### src/rtl/sm_pkg.sv
// Shared definitions for the sign-magnitude converter pipeline.
// Holds the direction encoding, the two's-complement minimum helper,
// the default lane geometry and a saturating adder used by the
// optional event counters (SM_CONVERT_EVENT_CNT_EN).
package sm_pkg;

    localparam int SM_DEFAULT_DW    = 9;
    localparam int SM_DEFAULT_LANES = 4;
    localparam int SM_MAX_DW        = 64;
    localparam int SM_CNT_W         = 32;

    // Conversion direction, one per transaction.
    typedef enum logic {
        DIR_TC2SM = 1'b0,   // two's complement -> sign-magnitude
        DIR_SM2TC = 1'b1    // sign-magnitude -> two's complement
    } dir_e;

    // Two's-complement minimum (-2^(dw-1)) as a bit pattern, LSB-aligned.
    // Callers truncate the result to their own word width.
    function automatic logic [SM_MAX_DW-1:0] sm_min(input int dw);
        logic [SM_MAX_DW-1:0] v;
        v         = '0;
        v[dw-1]   = 1'b1;
        return v;
    endfunction

    // Unsigned add that sticks at all-ones instead of wrapping.
    function automatic logic [SM_CNT_W-1:0] sat_add(
        input logic [SM_CNT_W-1:0] a,
        input logic [SM_CNT_W-1:0] b
    );
        logic [SM_CNT_W:0] sum;
        sum = {1'b0, a} + {1'b0, b};
        return sum[SM_CNT_W] ? '1 : sum[SM_CNT_W-1:0];
    endfunction

endpackage

### src/rtl/sm_lane_conv.sv
// Single-lane combinational converter between two's complement and
// sign-magnitude. Flags saturation of the two's-complement minimum
// (which has no sign-magnitude encoding) and normalisation of
// sign-magnitude negative zero.
module sm_lane_conv
    import sm_pkg::*;
#(
    parameter int DW = SM_DEFAULT_DW
) (
    input  logic [DW-1:0] in,
    input  dir_e          dir,
    output logic [DW-1:0] out,
    output logic          sat,
    output logic          negz
);

    localparam logic [DW-1:0] MIN_VAL = DW'(sm_min(DW));

    logic          sign;
    logic [DW-2:0] mag;
    logic [DW-1:0] tc_neg;   // -in, magnitude of a negative two's-complement word
    logic [DW-1:0] sm_neg;   // -{0,mag}, two's-complement form of a negative SM word

    assign sign   = in[DW-1];
    assign mag    = in[DW-2:0];
    assign tc_neg = -in;
    assign sm_neg = -{1'b0, mag};

    // Select the converted word and flags for the requested direction.
    always_comb begin
        // NOTE: every output gets a default first so no path through the
        // branches below leaves one unassigned and infers a latch.
        out  = in;
        sat  = 1'b0;
        negz = 1'b0;
        if (dir == DIR_TC2SM) begin
            if (sign) begin
                if (in == MIN_VAL) begin
                    out = '1;               // clamp to -(2^(DW-1)-1)
                    sat = 1'b1;
                end else begin
                    out = {1'b1, tc_neg[DW-2:0]};
                end
            end
        end else begin
            if (sign) begin
                if (mag == '0) begin
                    out  = '0;              // -0 becomes the single zero
                    negz = 1'b1;
                end else begin
                    out = sm_neg;
                end
            end
        end
    end

endmodule

### src/rtl/sm_convert_pipe.sv
// Multi-lane, two-stage pipelined converter between two's complement
// and sign-magnitude with a valid/ready handshake on both sides.
// S1 holds the raw lanes and direction; the lane converters sit between
// S1 and S2; out_* are driven straight from S2.
// Optional feature macro: SM_CONVERT_EVENT_CNT_EN adds clr_cnt, sat_cnt
// and negz_cnt event counters.
module sm_convert_pipe
    import sm_pkg::*;
#(
    parameter int DW    = SM_DEFAULT_DW,
    parameter int LANES = SM_DEFAULT_LANES
) (
    input  logic                  clk,
    input  logic                  rst,
    input  logic                  in_valid,
    output logic                  in_ready,
    input  logic                  in_dir,
    input  logic [LANES*DW-1:0]   in_data,
    output logic                  out_valid,
    input  logic                  out_ready,
    output logic [LANES*DW-1:0]   out_data,
    output logic [LANES-1:0]      out_sat,
    output logic [LANES-1:0]      out_negz
`ifdef SM_CONVERT_EVENT_CNT_EN
    ,
    input  logic                  clr_cnt,
    output logic [SM_CNT_W-1:0]   sat_cnt,
    output logic [SM_CNT_W-1:0]   negz_cnt
`endif
);

    // Stage 1: raw operands.
    logic                s1_valid;
    dir_e                s1_dir;
    logic [LANES*DW-1:0] s1_data;

    // Converter outputs (combinational from S1).
    logic [LANES*DW-1:0] conv_data;
    logic [LANES-1:0]    conv_sat;
    logic [LANES-1:0]    conv_negz;

    // Stage 2: results.
    logic                s2_valid;
    logic [LANES*DW-1:0] s2_data;
    logic [LANES-1:0]    s2_sat;
    logic [LANES-1:0]    s2_negz;

    logic s2_adv;
    logic s1_adv;

    // Each stage moves when its consumer takes data or it holds nothing.
    // in_ready is therefore combinational from out_ready (no skid buffer).
    assign s2_adv   = out_ready | ~s2_valid;
    assign s1_adv   = s2_adv | ~s1_valid;
    assign in_ready = s1_adv;

    // S1 occupancy: load on acceptance, empty when its contents move on.
    always_ff @(posedge clk) begin
        // NOTE: state registers use non-blocking assignments so every
        // flop samples the pre-edge value of the others.
        if (rst) begin
            s1_valid <= 1'b0;
        end else if (s1_adv) begin
            s1_valid <= in_valid;
        end
    end

    // S1 payload capture on an accepted input.
    always_ff @(posedge clk) begin
        // NOTE: the payload is only ever observed behind s1_valid, so it
        // needs no reset and stays a plain enabled register.
        if (s1_adv && in_valid) begin
            s1_data <= in_data;
            s1_dir  <= dir_e'(in_dir);
        end
    end

    // Lane converters between S1 and S2; all lanes share S1's direction.
    for (genvar i = 0; i < LANES; i++) begin : g_lane
        sm_lane_conv #(
            .DW (DW)
        ) u_conv (
            .in   (s1_data[i*DW +: DW]),
            .dir  (s1_dir),
            .out  (conv_data[i*DW +: DW]),
            .sat  (conv_sat[i]),
            .negz (conv_negz[i])
        );
    end

    // S2 result register; holds while the downstream stalls it.
    always_ff @(posedge clk) begin
        if (rst) begin
            s2_valid <= 1'b0;
            s2_data  <= '0;
            s2_sat   <= '0;
            s2_negz  <= '0;
        end else if (s2_adv) begin
            s2_valid <= s1_valid;
            if (s1_valid) begin
                s2_data <= conv_data;
                s2_sat  <= conv_sat;
                s2_negz <= conv_negz;
            end
        end
    end

    assign out_valid = s2_valid;
    assign out_data  = s2_data;
    assign out_sat   = s2_sat;
    assign out_negz  = s2_negz;

`ifdef SM_CONVERT_EVENT_CNT_EN
    logic                out_xfer;
    logic [SM_CNT_W-1:0] sat_pop;
    logic [SM_CNT_W-1:0] negz_pop;

    assign out_xfer = s2_valid & out_ready;
    assign sat_pop  = SM_CNT_W'($countones(s2_sat));
    assign negz_pop = SM_CNT_W'($countones(s2_negz));

    // Event counters: clear wins over a same-cycle increment; no wrap.
    always_ff @(posedge clk) begin
        if (rst || clr_cnt) begin
            sat_cnt  <= '0;
            negz_cnt <= '0;
        end else if (out_xfer) begin
            sat_cnt  <= sat_add(sat_cnt, sat_pop);
            negz_cnt <= sat_add(negz_cnt, negz_pop);
        end
    end
`endif

endmodule

### config.mk
export PLATFORM = sky130hd
export DESIGN_NAME = sm_convert_pipe
export DESIGN_NICKNAME = d
export VERILOG_FILES = /design/src/rtl/sm_pkg.sv /design/src/rtl/sm_lane_conv.sv /design/src/rtl/sm_convert_pipe.sv
export SDC_FILE = /design/constraint.sdc
export NUM_CORES = 1
export LEC_CHECK = 0
export ABC_AREA = 1
export CAP_MARGIN = 15
export CORE_UTILIZATION = 50
export DETAILED_ROUTE_END_ITERATION = 8
export PLACE_DENSITY = 0.77
export SYNTH_ARGS = -nofsm -noshare
export SYNTH_HDL_FRONTEND = slang
export SYNTH_SLANG_ARGS = --single-unit
### constraint.sdc
create_clock -name clk -period 2.1 [get_ports clk]
set_input_delay 0.21 -clock clk [delete_from_list [all_inputs] [get_ports clk]]
set_output_delay 0.21 -clock clk [all_outputs]
set_load 0.01 [all_outputs]
; Word level (Yosys, flattened, before mapping)
; Cells that the tools add are included.
; Widths: inputs -> output; s select.
[word_totals]
ramBits = 0
romBits = 0
latch_bits = 0
input_bits = 41
elab_cells = 73
regBits = 83
mem_count = 0
[classes]
n_eq_ne = 4
n_addsub = 8
div = 0
n_lt_le_gt_ge = 0
multipliers = 0
mux = 44
n_reduce_logical = 6
shifts = 0
bitwise_logic = 4
[op_table]
columns = operator, n
row1 = $mux 9, 16
row2 = $eq 9x9->1 const B, 4
row3 = $neg 8->9, 4
row4 = $logic_not 8->1, 4
row5 = $mux 8, 4
row6 = $neg 8->8, 4
row7 = $mux 1, 24
row8 = $not 1->1, 2
row9 = $or 1x1->1, 2
row10 = $reduce_and 2->1, 1
row11 = $logic_and 1x1->1, 1

; Longest topological paths before layout
[logic_depth]
ltp_word = 4
ltp_mapped = 11
depth_no_buf = 11

; Cells and area by module
; A second synthesis with hierarchy kept.
[hier_totals]
cells_unflattened = 660
area_unflattened_um2 = 4672.0
[by_module_without_submodules]
columns = mod, cells_per_inst, area_per_inst_um2, n_inst, seq_area_each_um2
row1 = sm_convert_pipe, 336, 3180.6, 1, 2031.9
row2 = sm_lane_conv, 81, 372.9, 4, 0.0

; Worst setup path after synthesis
; OpenSTA, ideal clock, no wires.
[synth_timing]
kind = register to register
start = register s2_valid (netlist: out_valid)
end = register s1_data[0], enable pin
arrival_time_ns = 1.333
n_path_buf = 0
setup_time_ns = 0.392
slack_ns = 0.375
period_less_slack_ns = 1.725
stages_incl_launch_ff = 4
cell_sequence = dfxtp_1 > nand3_1 > nand2_1 > inv_1
[synth_via]
elab_chain_len = 4
[synth_lines]
columns = element, line_no
row1 = "start, declared", sm_convert_pipe.sv:43  ; logic s2_valid;
row2 = "start signal, assigned", sm_convert_pipe.sv:99  ; s2_valid <= s1_valid;
row3 = $not 1->1, sm_convert_pipe.sv:53  ; assign s2_adv = out_ready | ~s2_valid;
row4 = $or 1x1->1, sm_convert_pipe.sv:53
row5 = $or 1x1->1, sm_convert_pipe.sv:54  ; assign s1_adv = s2_adv | ~s1_valid;
row6 = named net in_ready, sm_convert_pipe.sv:16  ; output logic in_ready,
row7 = $logic_and 1x1->1, sm_convert_pipe.sv:72  ; if (s1_adv && in_valid) begin
row8 = "end signal, assigned", sm_convert_pipe.sv:73  ; s1_data <= in_data;
row9 = "end, declared", sm_convert_pipe.sv:35  ; logic [LANES*DW-1:0] s1_data;
; The timed path passes the listed nets, and every way through them passes these cells.
; A chain may end at the register's enable or synchronous reset.

; Worst setup path after layout
[layout_timing]
start = register s1_data[18]
end = register s2_data[22] (netlist: out_data[22])
[layout_via]
elab_chain_len = 4
word_cells_on_any_way = 9
[layout_lines]
columns = element, line_no
row1 = $neg 8->8 (tied with other cells), sm_lane_conv.sv:26  ; assign tc_neg = -in;
row2 = $mux 8 or $mux 9 (tied branches), "sm_lane_conv.sv:38, sm_lane_conv.sv:47"
row3 = $mux 9 (on tied branches), "sm_lane_conv.sv:37, sm_lane_conv.sv:46"
row4 = $mux 9 *, sm_lane_conv.sv:36  ; if (dir == DIR_TC2SM) begin
row5 = "end signal, assigned", sm_convert_pipe.sv:101  ; s2_data <= conv_data;
row6 = "end, declared", sm_convert_pipe.sv:44  ; logic [LANES*DW-1:0] s2_data;
; Mark *: on every way between the ends. The rest lies on a longest branch, timed or not.

==> flow_metrics.tcl <==
set metrics [dict create \
    synthAdderAreaFrac_pct 1.250 \
    start_kind "flop" \
    fin_setup_tns_ns 0 \
    synth_seq_cells 83 \
    fin_hold_ws_ns 0.3993 \
    cts_tree "yes" \
    area_growth_pct 29.02 \
    grt_pass1_wl_microns 15500 \
    cts_resized 0 \
    syn_nets 538 \
    multi_input_area_sq_um 1660 \
    netlist_area_sq_um 4005 \
    ys_warn_count 0 \
    fp-row-count 32 \
    ys_seq_area_share_pct 50.73 \
    place_congestion 0.9110 \
    path_cells "inv_1, ha_1, nand2_1, nor2_2, nand3_2, nand2_4, inv_2, nand2_1, nand3_1, nand2_1, inv_1" \
    numCtsBuffers 9 \
    slew_violations 0 \
    status "finished clean" \
    grt.overflow.total 0 \
    clkSlewWorstSetupHoldPaths_ns 0.09 \
    synthCells 493 \
    dr.pass1.iters 5 \
    required_ns 2.37 \
    slew_headroom_pct 70.61 \
    yosys.area_share.simple_pct 25.87 \
    seqCellArea_sq_um 2032 \
    drive_above_1_share_pct 12.78 \
    async_flop_share_pct 0 \
    fillerInstances 608 \
    grt_max_degree 31 \
    final-setup-viol-count 0 \
    synthMuxAreaShare_pct 0 \
    maxCapViolations 0 \
    layout_commonest_cell "nand2_1" \
    die-area_sq_um 8372 \
    synth_compound_area_share_pct 13.46 \
    endpoint_kind "flop" \
    ys_types 30 \
    cp_data_arrival_time_ns 1.96 \
    synth_top_family_by_area "simple AND/OR/NAND/NOR gates" \
    port_buffers 86 \
    viasPerCell 5.200 \
    final_hold_viol_count 0 \
    diodes 0 \
    wl_per_cell_microns 13.49 \
    syn_avg_cell_area_sq_um 8.124 \
    crit_path_max_incr_delay_ns 0.42 \
    p_leak_nw 2.146 \
    hp-class "input pin to flop" \
    die_y_microns 91.50 \
    grtUsageTotal_pct 23.38 \
    pin_count 87 \
    antenna_found_initial 0 \
    start_util_pct 51.83 \
    via_count 3583 \
    wl_microns 9293 \
    synth_top_flop_cell "dfxtp_1" \
    clockBufferDepth 2 \
    ant_nets 0 \
    hpwl_microns 6726 \
    clock.fmax_ghz 0.5900 \
    worst_pin_slew_ns 0.4408 \
    nNetsFinal 627 \
    worst_path_max_delay_cell "edfxtp_1" \
    clk_latency_ns 0.36 \
    clock-root-buffer "clkbuf_8" \
    drtIter0Drc 172 \
    final_cell_mix "nand2_1, clkdlybuf4s50_1, nor2_1" \
    grt_pass1_vias 3321 \
    skew_ns 0.009121 \
    core-area_sq_um 7727 \
    peakVddDrop_uv 474.7 \
    layout_min_cycle_time_ns 1.695 \
    cts_sinks 83 \
    cp_common_cell "nand2_1" \
    synth_edf_count 37 \
    die_width_microns 91.50 \
    synthXorXnorAreaFrac_pct 0.8747 \
    post-route-drc-count 0 \
    critical_path_class "flop to flop" \
    period_share_pct 80.71 \
    cp_max_fo 5 \
    holdBufCountCts 0 \
    cts_htree_levels 3 \
    post-cts-setup-buffers 0 \
    powerDensity_nw_per_um2 679.8 \
    rsz0062_at_grt "no" \
]
metal layers:
metal  track usage [%]  up-vias  routed length (microns)
met4             8.333        0                      114
met5                 0        -                        0
met2             39.47      155                     4546
li1                  -     1800                        -
met3             5.444       13                      737
met1             29.14     1615                     3894
critical path, delay by kind of cell, from the launching register on:
family                   cells  cell delay, ns
buffers and inverters        3            0.22
AND/OR/NAND/NOR              7            0.71
adder cells (fa/ha/maj)      1            0.24
flip-flops                   1            0.42
path summary, 6_finish.rpt:
path / start / end / slack, ns / depth (start not counted)
max: s1_data[18] / out_data[22] / 0.41 / 11
min: in_data[20] / s1_data[20] / 0.40 / 1
max reg2reg: s1_data[18] / out_data[22] / 0.41 / 11
min reg2reg: out_sat[0] / out_sat[0] / 0.48 / 2
report_power, final:
part	total, W	leakage, nW	switching [W]	internal, W
clock network	0.00114	0.0966	0.000588	0.000552
registers	0.00186	0.739	0.0000766	0.00179
logic	0.000511	1.31	0.000259	0.000252
total	0.00351	2.15	0.000924	0.00259
cells in the mapped netlist, types with 2 or more instances:
library cell,instances,area share [%]
nor2_1,47,4.4
nand4_1,3,0.47
nand3_2,5,1.2
a31oi_1,4,0.62
o21ai_0,41,5.1
dfxtp_1,46,23
xor2_1,4,0.87
nand3b_1,2,0.37
edfxtp_1,37,28
ha_1,4,1.2
a21oi_2,5,1.1
a21oi_1,42,5.2
nor2_2,12,1.9
inv_2,13,1.2
buf_2,7,0.87
buf_6,2,0.56
o21ai_1,3,0.37
nand2_1,103,9.7
nand3_1,38,4.7
nor2_4,3,0.84
o21ai_2,2,0.44
nand2_2,11,1.7
buf_4,2,0.37
clkbuf_1,5,0.47
nor3_1,2,0.25
inv_1,46,4.3
metrics by stage:
step / area, sq um / power (W) / setup WS (ns) / util (%) / cells
after global routing: 5167 / 0.003668 / 0.2825 / 66.87 / 689
after CTS: 5167 / 0.003542 / 0.4144 / 66.87 / 689
after floorplan: 4005 / 0.002159 / 0.3751 / - / 493
after global placement: 4975 / 0.002395 / 0.4581 / 64.38 / 673
final: 5167 / 0.003513 / 0.4052 / 66.87 / 689
after detailed placement: 4975 / 0.002407 / 0.4217 / 64.38 / 673
state kept, by name, indices dropped and copies added, names as in the netlist:
signal / flops
out_negz: 4
s1_dir: 1
s1_data: 36
out_data: 36
out_valid: 1
s1_valid: 1
out_sat: 4
cells by family (layout without fill, tap and decap cells):
kind of cell | count (synthesis) | count (layout)
compound gates | 100 | 100
xor+xnor | 4 | 4
fa+ha+maj | 4 | 4
buf+inv | 75 | 169
flops | 83 | 83
simple gates | 227 | 227
final cells by class:
type                            instances  share of cell area (%)
Sequential cell                        83                   39.32
Multi-Input combinational cell        335                   32.13
Timing Repair Buffer                   94                   18.06
Inverter                               59                   4.286
Clock buffer                           10                   2.470
Tap cell                              102                   2.470
Clock inverter                          6                   1.259
Note: power is estimated with default switching activity, not from simulation.
